**config.mk**
```make
export PLATFORM = sky130hd
export DESIGN_NAME = rx_req_responder_flat
export DESIGN_NICKNAME = d
export VERILOG_FILES = /design/src/rtl/rx_req_responder_if.sv /design/src/rtl/rx_req_responder.sv /design/src/flat_wrapper.sv
export SDC_FILE = /design/constraint.sdc
export NUM_CORES = 1
export LEC_CHECK = 0
export BUFFER_PORTS_ARGS = -buffer_cell sky130_fd_sc_hd__buf_2
export CAP_MARGIN = 25
export CELL_PAD_IN_SITES_DETAIL_PLACEMENT = 1
export CELL_PAD_IN_SITES_GLOBAL_PLACEMENT = 1
export CORE_ASPECT_RATIO = 1.1
export CORE_MARGIN = 8
export CORE_UTILIZATION = 30
export CTS_BUF_LIST = sky130_fd_sc_hd__clkbuf_4 sky130_fd_sc_hd__clkbuf_8
export DETAILED_ROUTE_END_ITERATION = 8
export GPL_ROUTABILITY_DRIVEN = 0
export PLACE_DENSITY = 0.66
export SYNTH_ARGS = -nofsm -noshare
export SYNTH_HDL_FRONTEND = slang
export SYNTH_SLANG_ARGS = --single-unit
```
**constraint.sdc**
```tcl
create_clock -name CLK -period 4.25 [get_ports CLK]
set_input_delay 0.6375 -clock CLK [delete_from_list [all_inputs] [get_ports CLK]]
set_output_delay 0.6375 -clock CLK [all_outputs]
set_load 0.05 [all_outputs]
```
**src/rtl/rx_req_responder_if.sv**
```systemverilog
// Read-request handshake and engine completion lanes shared by the responder
// (slave) and the requester/engine model (master).
interface rx_req_responder_if #(
    parameter int C_DATA_WIDTH      = 128,
    parameter int C_DATA_WORD_WIDTH = $clog2((C_DATA_WIDTH / 32) + 1)
);
    logic                         RX_REQ;
    logic                         RX_REQ_ACK;
    logic [1:0]                   RX_REQ_TAG;
    logic [63:0]                  RX_REQ_ADDR;
    logic [9:0]                   RX_REQ_LEN;
    logic                         ENG_STALL;
    logic [C_DATA_WIDTH-1:0]      ENG_DATA;
    logic [C_DATA_WORD_WIDTH-1:0] MAIN_DATA_EN;
    logic [C_DATA_WORD_WIDTH-1:0] SG_RX_DATA_EN;
    logic [C_DATA_WORD_WIDTH-1:0] SG_TX_DATA_EN;
    logic                         MAIN_DONE;
    logic                         SG_RX_DONE;
    logic                         SG_TX_DONE;
    logic                         MAIN_ERR;
    logic                         SG_RX_ERR;
    logic                         SG_TX_ERR;
    logic [2:0]                   REQ_PENDING;

    modport master (
        output RX_REQ, RX_REQ_TAG, RX_REQ_ADDR, RX_REQ_LEN, ENG_STALL,
        input  RX_REQ_ACK, ENG_DATA, MAIN_DATA_EN, SG_RX_DATA_EN, SG_TX_DATA_EN,
        input  MAIN_DONE, SG_RX_DONE, SG_TX_DONE, MAIN_ERR, SG_RX_ERR, SG_TX_ERR,
        input  REQ_PENDING
    );

    modport slave (
        input  RX_REQ, RX_REQ_TAG, RX_REQ_ADDR, RX_REQ_LEN, ENG_STALL,
        output RX_REQ_ACK, ENG_DATA, MAIN_DATA_EN, SG_RX_DATA_EN, SG_TX_DATA_EN,
        output MAIN_DONE, SG_RX_DONE, SG_TX_DONE, MAIN_ERR, SG_RX_ERR, SG_TX_ERR,
        output REQ_PENDING
    );
endinterface

```
**src/rtl/rx_req_responder.sv**
```systemverilog
// Queues up to four read requests and streams address-pattern completions onto
// the MAIN / SG_RX / SG_TX engine lanes selected by each request's tag.
module rx_req_responder #(
    parameter int C_DATA_WIDTH      = 128,
    parameter int C_DATA_WORD_WIDTH = $clog2((C_DATA_WIDTH / 32) + 1),
    parameter int C_QUEUE_DEPTH     = 4
) (
    input  logic              CLK,
    input  logic              RST_N,
    rx_req_responder_if.slave bus
);
    localparam int WPB = C_DATA_WIDTH / 32;
    localparam int EW  = C_DATA_WORD_WIDTH;
    localparam int PW  = $clog2(C_QUEUE_DEPTH);
    localparam int FW  = PW + 1;
    localparam logic [10:0] WPB_W   = 11'(WPB);
    localparam logic [2:0]  DEPTH_W = 3'(C_QUEUE_DEPTH);

    typedef enum logic [1:0] {S_IDLE, S_STREAM, S_ERROR} state_t;
    typedef struct packed {
        logic [1:0]  tag;
        logic [29:0] addr;
        logic [9:0]  len;
    } req_t;

    state_t                  state_q, state_d;
    req_t                    mem_q [C_QUEUE_DEPTH];
    req_t                    head;
    logic [PW-1:0]           wr_ptr_q, rd_ptr_q;
    logic [FW-1:0]           fill_q, fill_d;
    logic [2:0]              pending_q, pending_d;
    logic                    ack_q;
    logic [29:0]             addr_q, addr_d, cur_addr;
    logic [10:0]             rem_q, rem_d, cur_rem, beat_n;
    logic [1:0]              tag_q, tag_d, cur_tag;
    logic                    capture, pop, beat, finish, err_beat;
    logic [C_DATA_WIDTH-1:0] beat_data, data_q, data_d;
    logic [EW-1:0]           en_q [3];
    logic [EW-1:0]           en_d [3];
    logic [2:0]              done_q, done_d;
    logic                    err_q, err_d;
    logic                    unused_addr_bits;

    assign unused_addr_bits = ^{bus.RX_REQ_ADDR[63:32], bus.RX_REQ_ADDR[1:0]};
    assign head = mem_q[rd_ptr_q];

    // A full queue may still accept on the edge whose DONE frees an entry.
    assign capture   = bus.RX_REQ && !ack_q && ((pending_q < DEPTH_W) || finish);
    assign fill_d    = fill_q + FW'(capture) - FW'(pop);
    assign pending_d = pending_q + 3'(capture) - 3'(finish);

    always_ff @(posedge CLK or negedge RST_N) begin
        if (!RST_N) state_q <= S_IDLE;
        else        state_q <= state_d;
    end

    // The pop edge already drives the first beat so queued responses run back to back.
    always_comb begin
        state_d  = state_q;
        pop      = 1'b0;
        beat     = 1'b0;
        finish   = 1'b0;
        err_beat = 1'b0;
        cur_addr = addr_q;
        cur_rem  = rem_q;
        cur_tag  = tag_q;
        if (!bus.ENG_STALL) begin
            case (state_q)
                S_IDLE: begin
                    if (fill_q != '0) begin
                        pop      = 1'b1;
                        cur_addr = head.addr;
                        cur_rem  = (head.len == 10'd0) ? 11'd1024 : {1'b0, head.len};
                        cur_tag  = head.tag;
                        if (head.tag == 2'd3) begin
                            state_d = S_ERROR;
                        end else begin
                            beat    = 1'b1;
                            state_d = S_STREAM;
                        end
                    end
                end
                S_STREAM: beat = 1'b1;
                S_ERROR: begin
                    err_beat = 1'b1;
                    finish   = 1'b1;
                    state_d  = S_IDLE;
                end
                default: state_d = S_IDLE;
            endcase
        end
        beat_n = (cur_rem < WPB_W) ? cur_rem : WPB_W;
        if (beat && (cur_rem <= WPB_W)) begin
            finish  = 1'b1;
            state_d = S_IDLE;
        end
        addr_d = addr_q;
        rem_d  = rem_q;
        tag_d  = tag_q;
        if (beat || pop) begin
            addr_d = beat ? (cur_addr + 30'(beat_n)) : cur_addr;
            rem_d  = beat ? (cur_rem - beat_n) : cur_rem;
            tag_d  = cur_tag;
        end
    end

    for (genvar gi = 0; gi < WPB; gi++) begin : g_word
        assign beat_data[32*gi +: 32] = (11'(gi) < beat_n) ? {cur_addr + 30'(gi), 2'b00} : 32'd0;
    end

    always_comb begin
        data_d = data_q;
        en_d[0] = '0;
        en_d[1] = '0;
        en_d[2] = '0;
        done_d  = 3'b000;
        err_d   = 1'b0;
        if (beat) begin
            data_d = beat_data;
            case (cur_tag)
                2'd0: begin en_d[0] = EW'(beat_n); done_d[0] = finish; end
                2'd1: begin en_d[1] = EW'(beat_n); done_d[1] = finish; end
                2'd2: begin en_d[2] = EW'(beat_n); done_d[2] = finish; end
                default: ;
            endcase
        end
        if (err_beat) begin
            done_d[0] = 1'b1;
            err_d     = 1'b1;
        end
    end

    always_ff @(posedge CLK) begin
        if (capture) mem_q[wr_ptr_q] <= {bus.RX_REQ_TAG, bus.RX_REQ_ADDR[31:2], bus.RX_REQ_LEN};
    end

    always_ff @(posedge CLK or negedge RST_N) begin
        if (!RST_N) begin
            wr_ptr_q  <= '0;
            rd_ptr_q  <= '0;
            fill_q    <= '0;
            pending_q <= '0;
            ack_q     <= 1'b0;
            addr_q    <= '0;
            rem_q     <= '0;
            tag_q     <= '0;
            data_q    <= '0;
            en_q[0]   <= '0;
            en_q[1]   <= '0;
            en_q[2]   <= '0;
            done_q    <= '0;
            err_q     <= 1'b0;
        end else begin
            if (capture) wr_ptr_q <= wr_ptr_q + PW'(1);
            if (pop)     rd_ptr_q <= rd_ptr_q + PW'(1);
            fill_q    <= fill_d;
            pending_q <= pending_d;
            ack_q     <= capture;
            addr_q    <= addr_d;
            rem_q     <= rem_d;
            tag_q     <= tag_d;
            data_q    <= data_d;
            en_q[0]   <= en_d[0];
            en_q[1]   <= en_d[1];
            en_q[2]   <= en_d[2];
            done_q    <= done_d;
            err_q     <= err_d;
        end
    end

    assign bus.RX_REQ_ACK    = ack_q;
    assign bus.ENG_DATA      = data_q;
    assign bus.MAIN_DATA_EN  = en_q[0];
    assign bus.SG_RX_DATA_EN = en_q[1];
    assign bus.SG_TX_DATA_EN = en_q[2];
    assign bus.MAIN_DONE     = done_q[0];
    assign bus.SG_RX_DONE    = done_q[1];
    assign bus.SG_TX_DONE    = done_q[2];
    assign bus.MAIN_ERR      = err_q;
    assign bus.SG_RX_ERR     = 1'b0;
    assign bus.SG_TX_ERR     = 1'b0;
    assign bus.REQ_PENDING   = pending_q;
endmodule

```
**src/flat_wrapper.sv**
```systemverilog
// flat-port wrapper written by rule: the top's interface ports become plain ports
module rx_req_responder_flat 
#(
    parameter int C_DATA_WIDTH      = 128,
    parameter int C_DATA_WORD_WIDTH = $clog2((C_DATA_WIDTH / 32) + 1),
    parameter int C_QUEUE_DEPTH     = 4
)
  (CLK, RST_N, bus_RX_REQ, bus_RX_REQ_TAG, bus_RX_REQ_ADDR, bus_RX_REQ_LEN, bus_ENG_STALL, bus_RX_REQ_ACK, bus_ENG_DATA, bus_MAIN_DATA_EN, bus_SG_RX_DATA_EN, bus_SG_TX_DATA_EN, bus_MAIN_DONE, bus_SG_RX_DONE, bus_SG_TX_DONE, bus_MAIN_ERR, bus_SG_RX_ERR, bus_SG_TX_ERR, bus_REQ_PENDING);
  rx_req_responder_if #(.C_DATA_WIDTH(C_DATA_WIDTH), .C_DATA_WORD_WIDTH(C_DATA_WORD_WIDTH)) bus_i ();
  input  logic CLK;
  input  logic RST_N;
  input wire logic [$bits(bus_i.RX_REQ)-1:0] bus_RX_REQ;
  input wire logic [$bits(bus_i.RX_REQ_TAG)-1:0] bus_RX_REQ_TAG;
  input wire logic [$bits(bus_i.RX_REQ_ADDR)-1:0] bus_RX_REQ_ADDR;
  input wire logic [$bits(bus_i.RX_REQ_LEN)-1:0] bus_RX_REQ_LEN;
  input wire logic [$bits(bus_i.ENG_STALL)-1:0] bus_ENG_STALL;
  output wire logic [$bits(bus_i.RX_REQ_ACK)-1:0] bus_RX_REQ_ACK;
  output wire logic [$bits(bus_i.ENG_DATA)-1:0] bus_ENG_DATA;
  output wire logic [$bits(bus_i.MAIN_DATA_EN)-1:0] bus_MAIN_DATA_EN;
  output wire logic [$bits(bus_i.SG_RX_DATA_EN)-1:0] bus_SG_RX_DATA_EN;
  output wire logic [$bits(bus_i.SG_TX_DATA_EN)-1:0] bus_SG_TX_DATA_EN;
  output wire logic [$bits(bus_i.MAIN_DONE)-1:0] bus_MAIN_DONE;
  output wire logic [$bits(bus_i.SG_RX_DONE)-1:0] bus_SG_RX_DONE;
  output wire logic [$bits(bus_i.SG_TX_DONE)-1:0] bus_SG_TX_DONE;
  output wire logic [$bits(bus_i.MAIN_ERR)-1:0] bus_MAIN_ERR;
  output wire logic [$bits(bus_i.SG_RX_ERR)-1:0] bus_SG_RX_ERR;
  output wire logic [$bits(bus_i.SG_TX_ERR)-1:0] bus_SG_TX_ERR;
  output wire logic [$bits(bus_i.REQ_PENDING)-1:0] bus_REQ_PENDING;
  assign bus_i.RX_REQ = bus_RX_REQ;
  assign bus_i.RX_REQ_TAG = bus_RX_REQ_TAG;
  assign bus_i.RX_REQ_ADDR = bus_RX_REQ_ADDR;
  assign bus_i.RX_REQ_LEN = bus_RX_REQ_LEN;
  assign bus_i.ENG_STALL = bus_ENG_STALL;
  assign bus_RX_REQ_ACK = bus_i.RX_REQ_ACK;
  assign bus_ENG_DATA = bus_i.ENG_DATA;
  assign bus_MAIN_DATA_EN = bus_i.MAIN_DATA_EN;
  assign bus_SG_RX_DATA_EN = bus_i.SG_RX_DATA_EN;
  assign bus_SG_TX_DATA_EN = bus_i.SG_TX_DATA_EN;
  assign bus_MAIN_DONE = bus_i.MAIN_DONE;
  assign bus_SG_RX_DONE = bus_i.SG_RX_DONE;
  assign bus_SG_TX_DONE = bus_i.SG_TX_DONE;
  assign bus_MAIN_ERR = bus_i.MAIN_ERR;
  assign bus_SG_RX_ERR = bus_i.SG_RX_ERR;
  assign bus_SG_TX_ERR = bus_i.SG_TX_ERR;
  assign bus_REQ_PENDING = bus_i.REQ_PENDING;
  rx_req_responder #(.C_DATA_WIDTH(C_DATA_WIDTH), .C_DATA_WORD_WIDTH(C_DATA_WORD_WIDTH), .C_QUEUE_DEPTH(C_QUEUE_DEPTH)) u_core (.CLK(CLK), .RST_N(RST_N), .bus(bus_i));
endmodule
```
==> metrics.csv, run 1 <==
stage;metric;value;unit
sta;fmax;0.243;GHz
logic_synthesis;synthCells;1331;
logic_synthesis;yosys_warnings;0;
finish;finalCoreUtilization;36.8;%
critical_path;critical_path.max_fanout;8;
cts;cts_made_buffers;56;
sta;skew;0.0181;ns
logic_synthesis;synth_xor_xnor_area_share;5.84;%
grt;grt_use_met1;20.4;%
critical_path;arrival;4.65;ns
placed_design;post_dp_cell_area;18700;sq um
grt;grt_start_max_net_pins;110;
worst_hold_path;hold_path.class;in2async;
cts;cts_tree;done;
cts;cts-root-buf;clkbuf_8;
die;start_util;30.2;%
power;p_leak;8.01;nW
logic_synthesis;yosysUniqueCellTypes;76;
grt;grt_usage;16.4;%
run;cap_violations;0;
placed_design;port_buffers;182;
drt;vias;11728;
logic_synthesis;ys_seq_area_share;59.2;%
drt;final_antenna_net_count;0;
cts;cts_hold_buf;0;
logic_synthesis;synthTopCellsByArea;edfxtp_1 31%, dfrtp_1 29%, mux4_2 4.9%;
sta;fin_crit_sh;96.7;%
logic_synthesis;synthMuxAreaShare;8.84;%
drt;via_per_inst;4.92;
logic_synthesis;async_reset_ff_share;52.9;%
sta;worst_slew_pin_slew;1.03;ns
grt;gr-total-overflow;0;
cts;cts.path.max_buffers;3;
critical_path;cp_num_buf_inv;4;
finish;drive_above_1_share;28.2;%
sta;final.min_clock_period;4.11;ns
grt;grt.busiest_layer;met2;
logic_synthesis;synth_top_family_by_area;simple AND/OR/NAND/NOR gates;
critical_path;critPathKind;reg2reg;
logic_synthesis;postSynthAreaPerCell;12.4;sq um
logic_synthesis;synth-compound-area-share;9.81;%
critical_path;path_cells;buf_12 > mux4_2 > or4_4 > a31oi_4 > o211ai_1 > or3_4 > inv_2 > ha_4 > inv_1 > fa_2 > a311o_1 > a31oi_2 > buf_6 > o211ai_1 > mux2_2;
finish;design_area;20100;sq um
placed_design;dp_hpwl;37600;microns
critical_path;startpoint_type;flop;
die;fp.dieArea;62800;sq um
critical_path;crit_top_cell;o211ai_1;
sta;hold_violations;0;
critical_path;required;4.79;ns
drt;routed_wirelength;51800;microns
drt;avgRoutedWirePerCell;21.7;microns
cts;insertion_delay;0.66;ns
die;pin_count;227;
sta;finalSetupViolations;0;
die;rows;90;
grt;grt_antenna_before_repair;14;
logic_synthesis;synth.most_common_cell;dfrtp_1;
logic_synthesis;ys.flop_type;dfrtp_1;
grt;use_met3;4.54;%
critical_path;cp_slowest_stage_delay;0.52;ns
logic_synthesis;synth_area;16500;sq um
die;fp.dieH;262;microns
logic_synthesis;synth_top_area_cell;edfxtp_1;
sta;fin_ws;0.141;ns
sta;drv_slew;0;
grt;met2_usage;27.6;%
die;die_w;240;microns
critical_path;path_delay_family;compound AO/OA/AOI/OAI gates;
finish;fin_nets;1705;
critical_path;critPathCaptureType;flop;
sta;whs;0.0424;ns
grt;grt_pass1_vias;12648;
cts;ctsHtreeMaxLevel;2;
cts;path_clk_slew;0.06;ns
logic_synthesis;synth_seq_cells;357;
power;power_density;807;nW/um^2
power;max-vdd-ir-drop;0.312;mV
sta;slew_headroom;31.4;%
drt;drtIter0Drc;614;
drt;drc;0;
grt;grt_pass1_wl;79000;microns
logic_synthesis;synth_adder_area_share;2.11;%
placed_design;pre_cts_ws;-0.0699;ns
die;coreArea;54600;sq um
logic_synthesis;synth_top_area_share;30.6;%
finish;area_growth;21.7;%
logic_synthesis;synth_top_cells_by_count;189 x dfrtp_1, 175 x nand2_1, 168 x edfxtp_1;
cts;cts.sinks;357;
critical_path;worst_path_max_delay_cell;mux4_2;
logic_synthesis;yosys.area_share.simple;11.1;%
run_status;outcome;finished, final reports clean;
drt;firstDrtPassIters;6;
logic_synthesis;synth_edf_count;168;
## sequential cells by signal, summed over array words and instances, names as in the netlist
name                      cells
u_core.bus.MAIN_ERR           1
u_core.done_q                 3
u_core.fill_q                 3
u_core.bus.SG_RX_DATA_EN      3
u_core.bus.ENG_DATA         120
u_core.bus.MAIN_DATA_EN       3
u_core.tag_q                  2
u_core.bus.RX_REQ_ACK         1
u_core.addr_q                30
u_core.rem_q                 11
u_core.bus.SG_TX_DATA_EN      3
u_core.wr_ptr_q               2
u_core.rd_ptr_q               2
u_core.state_q                2
u_core.mem_q                168
u_core.bus.REQ_PENDING        3
## cells by family after synthesis
| group | count (synthesis) |
|---|---|
| AND/OR/NAND/NOR | 394 |
| flip-flops | 357 |
| AO/OA/AOI/OAI | 247 |
| XOR/XNOR | 110 |
| buffers and inverters | 107 |
| multiplexers | 88 |
| adder cells (fa/ha/maj) | 26 |
| other | 2 |
## per-stage QoR
step / cells / TNS [ns] / power, mW
CTS: 2371 / 0 / 16.3
floorplan: 1348 / 0 / 10.5
detailed placement: 2272 / -0.452 / 13.0
finish: 2385 / 0 / 16.2
global placement: 2272 / -0.0233 / 12.9
global route: 2377 / -0.00155 / 17.1
## cell type report
type	instances	area, sq um
diodes	9	22.5
clock buffers	79	975
clock inverters	20	233
fillers	5907	34500
inverters	30	113
multi-input cells	884	6360
flip-flops and latches	357	9780
well taps	736	921
repair buffers	270	1680
## worst paths after layout
| check | startpoint | to | slack [ns] | cells after the start |
|---|---|---|---|---|
| max | u_core.rd_ptr_q[0] | u_core.addr_q[28] | 0.14 | 15 |
| min | RST_N | u_core.wr_ptr_q[0] | 0.04 | 1 |
| max reg2reg | u_core.rd_ptr_q[0] | u_core.addr_q[28] | 0.14 | 15 |
| min reg2reg | u_core.bus.ENG_DATA[101] | u_core.bus.ENG_DATA[101] | 0.47 | 2 |
| max in group asynchronous | RST_N | u_core.bus.ENG_DATA[59] | 3.09 | 2 |
| min in group CLK | bus_RX_REQ_LEN[1] | u_core.mem_q[3][1] | 0.20 | 1 |
## where the power goes
part           switching, mW  internal (mW)  leakage, nW  total, mW
Clock                   1.38           1.78        0.637       3.17
Sequential             0.566           4.67         3.86       5.24
Combinational           5.41           2.39         3.51       7.80
## layer usage
layer,wire length [microns],vias to the layer above
met3,3400,97
met1,21900,5959
met5,69,-
met4,1350,10
met2,25100,272
li1,-,5390
## layout by cell type, fill, tap and decap left out, drive strengths merged, types with 34 or more instances in the layout
cell      n
dfrtp   189
clkbuf   81
a21oi    34
nor2     75
mux4     42
nand2   177
edfxtp  168
xnor2    83
o21ai    96
buf     268
## what timing repair did
action                     CTS  global route
setup buffers                0             5
gates resized for setup      0            20
setup endpoints to repair    0            20
No activity file was read; power rests on OpenSTA's default activity.
==> run 2, diff against run 1 <==
==> constraint.sdc (replaced) <==
create_clock -name CLK -period 4.25 [get_ports CLK]
set_input_delay 1.275 -clock CLK [delete_from_list [all_inputs] [get_ports CLK]]
set_output_delay 1.275 -clock CLK [all_outputs]
set_load 0.05 [all_outputs]
==> run 2 against run 1 <==
Net effect:
- the flow now finishes with violations (negative setup slack)
- register-to-register slack worse by 0.06 ns
- setup slack got worse by 0.14 ns
- global-route usage rose by 0.19 points
- non-clock buffer count up 61
- clock skew increased by 0.038 ns
- final area up 2.1%
- first-iteration DRC count increased by 27%
- sequential power is essentially flat
- final cell count increased by 2.4%
- count of clock-buffer cells in the layout fell by 1
- critical endpoint is now u_core.addr_q[16]
- combinational power is 4.0% higher
- critical path depth is 1 lower
==> metrics.csv, run 2 (synthesized netlist as in run 1, its figures left out) <==
stage;metric;value;unit;change
run_status;outcome;finished, violations left;;
run_status;violations;negative setup slack;;
sta;hold_violations;0;;unchanged
cts;cts_made_buffers;57;;+1.8%
grt;grt_use_met1;20.6;%;+0.11 points
worst_hold_path;hold_path.class;reg2reg;;
die;fp.dieArea;62800;sq um;unchanged
drt;avgRoutedWirePerCell;21.6;microns;-0.52%
placed_design;dp.cells;2330;;+2.6%
drt;vias;12054;;+2.8%
finish;mostFrequentLayoutCell;dfrtp_1;;
die;fp.dieH;262;microns;unchanged
sta;skew;0.0561;ns;+0.0380 ns
sta;worst_slew_pin_slew;0.973;ns;-0.0570 ns
grt;gr-total-overflow;0;;unchanged
sta;fin_ws;-0.00183;ns;-0.143 ns
drt;drc;0;;unchanged
grt;met2_usage;28.1;%;+0.46 points
grt;use_met3;4.51;%;-0.031 points
power;total_power;16.4;mW;+1.3%
cts;path_clk_slew;0.06;ns;about the same
critical_path;arrival;4.77;ns;+0.12 ns
die;pin_count;227;;unchanged
sta;finalSetupViolations;2;;+2
grt;grt.busiest_layer;met2;;
critical_path;critPathCaptureType;flop;;
die;coreArea;54600;sq um;unchanged
drt;drtIter0Drc;780;;+27%
cts;ctsHtreeMaxLevel;2;;unchanged
sta;rsz0062_at_grt;true;;
finish;area_growth;24.3;%;
finish;multi_input_area;6360;sq um;about the same
power;p_leak;8.28;nW;+3.3%
die;rows;90;;unchanged
finish;drive_above_1_share;31.0;%;+2.8 points
sta;fmax;0.235;GHz;-3.4%
placed_design;dp_hpwl;38400;microns;+2.0%
drt;via_per_inst;4.94;;+0.38%
grt;grt_pass1_wl;80200;microns;+1.5%
sta;fin_tns_setup;-0.00310;ns;-0.00310 ns
drt;final_antenna_net_count;0;;unchanged
cts;insertion_delay;0.67;ns;about the same
placed_design;port_buffers;182;;unchanged
finish;fin_nets;1767;;+3.6%
drt;firstDrtPassIters;5;;-1
grt;grt_usage;16.6;%;+0.19 points
cts;cts.sinks;357;;unchanged
sta;final.min_clock_period;4.25;ns;+0.143 ns
finish;finalCoreUtilization;37.5;%;+0.77 points
power;power_density;801;nW/um^2;-0.74%
cts;cts.path.max_buffers;3;;unchanged
run;cap_violations;0;;unchanged
cts;cts_tree;done;;
critical_path;startpoint_type;input pin;;
finish;fillers;5919;;+0.20%
finish;fin_cells;2442;;+2.4%
critical_path;critPathKind;in2reg;;
die;die_w;240;microns;unchanged
cts;cts-root-buf;clkbuf_8;;
drt;routed_wirelength;52700;microns;+1.9%
finish;final_cell_mix;188 x dfrtp_1, 180 x buf_2, 174 x nand2_1;;
grt;grt_pass1_vias;13096;;+3.5%
die;start_util;30.2;%;unchanged
sta;slew_headroom;35.2;%;+3.8 points
finish;largest_reg_flops;168;;unchanged
critical_path;required;4.77;ns;-0.02 ns
critical_path;critical_path.max_fanout;7;;-1
sta;drv_slew;0;;unchanged
finish;top_register;u_core.mem_q;;
sta;whs;0.468;ns;+0.426 ns
finish;ff_latch_area;9780;sq um;unchanged
sta;fin_crit_sh;100;%;+3.4 points
grt;grt_start_max_net_pins;91;;-17%
grt;grt_antenna_before_repair;16;;+2
power;max-vdd-ir-drop;0.326;mV;+4.6%
## run 2: routing by layer
layer  routed length (microns)  vias to the layer above
met1                     22100                     6061
met2                     25500                      336
met4                      1470                       24
li1                          -                     5508
met3                      3580                      125
met5                       143                        -
## run 2: cell type report
type                    count  area share [%]
flip-flops and latches    357            47.7
multi-input cells         884            31.0
repair buffers            331            10.4
clock buffers              78            4.90
well taps                 736            4.49
clock inverters            22           0.897
inverters                  30           0.574
diodes                      4          0.0488
## run 2: what timing repair did
action	4_1_cts	5_1_grt
hold endpoints to repair	0	0
pin swaps	1	7
setup endpoints to repair	17	21
setup buffers	2	6
hold buffers	0	0
gates resized for setup	4	12
## run 2: through the flow
stage,setup WS [ns],cell area [sq um]
2_1_floorplan,-0.335,16600
6_report,-0.00183,20500
5_1_grt,-0.0486,20500
3_3_place_gp,-0.546,19200
3_5_place_dp,-0.604,19200
4_1_cts,-0.0745,20400
## run 2: where the power goes
group	internal, mW	switching [mW]	leakage, nW
sequential	4.67	0.581	3.86
combinational	2.64	5.47	3.79
clock	1.66	1.41	0.629
## run 2: path summary, 6_finish.rpt
check | start | end | slack, ns | depth (start not counted)
worst max-delay path | bus_ENG_STALL | u_core.addr_q[16] | -0.002 | 14
worst min-delay path | u_core.bus.ENG_DATA[68] | u_core.bus.ENG_DATA[68] | 0.47 | 2
worst max register to register | u_core.rd_ptr_q[0] | u_core.addr_q[16] | 0.08 | 13
worst min register to register | u_core.bus.ENG_DATA[68] | u_core.bus.ENG_DATA[68] | 0.47 | 2
max in group asynchronous | RST_N | u_core.addr_q[19] | 2.67 | 2
min in group asynchronous | RST_N | u_core.wr_ptr_q[1] | 0.64 | 1
## run 2: worst max-delay path: stages
cell	delay [ns]
buf_4	0.12
or3_4	0.33
or4_4	0.55
a31oi_4	0.16
o211ai_1	0.14
or3_4	0.41
inv_4	0.07
ha_4	0.15
inv_2	0.04
fa_2	0.36
a311o_1	0.36
a31oi_4	0.36
o211ai_1	0.13
mux2_2	0.30
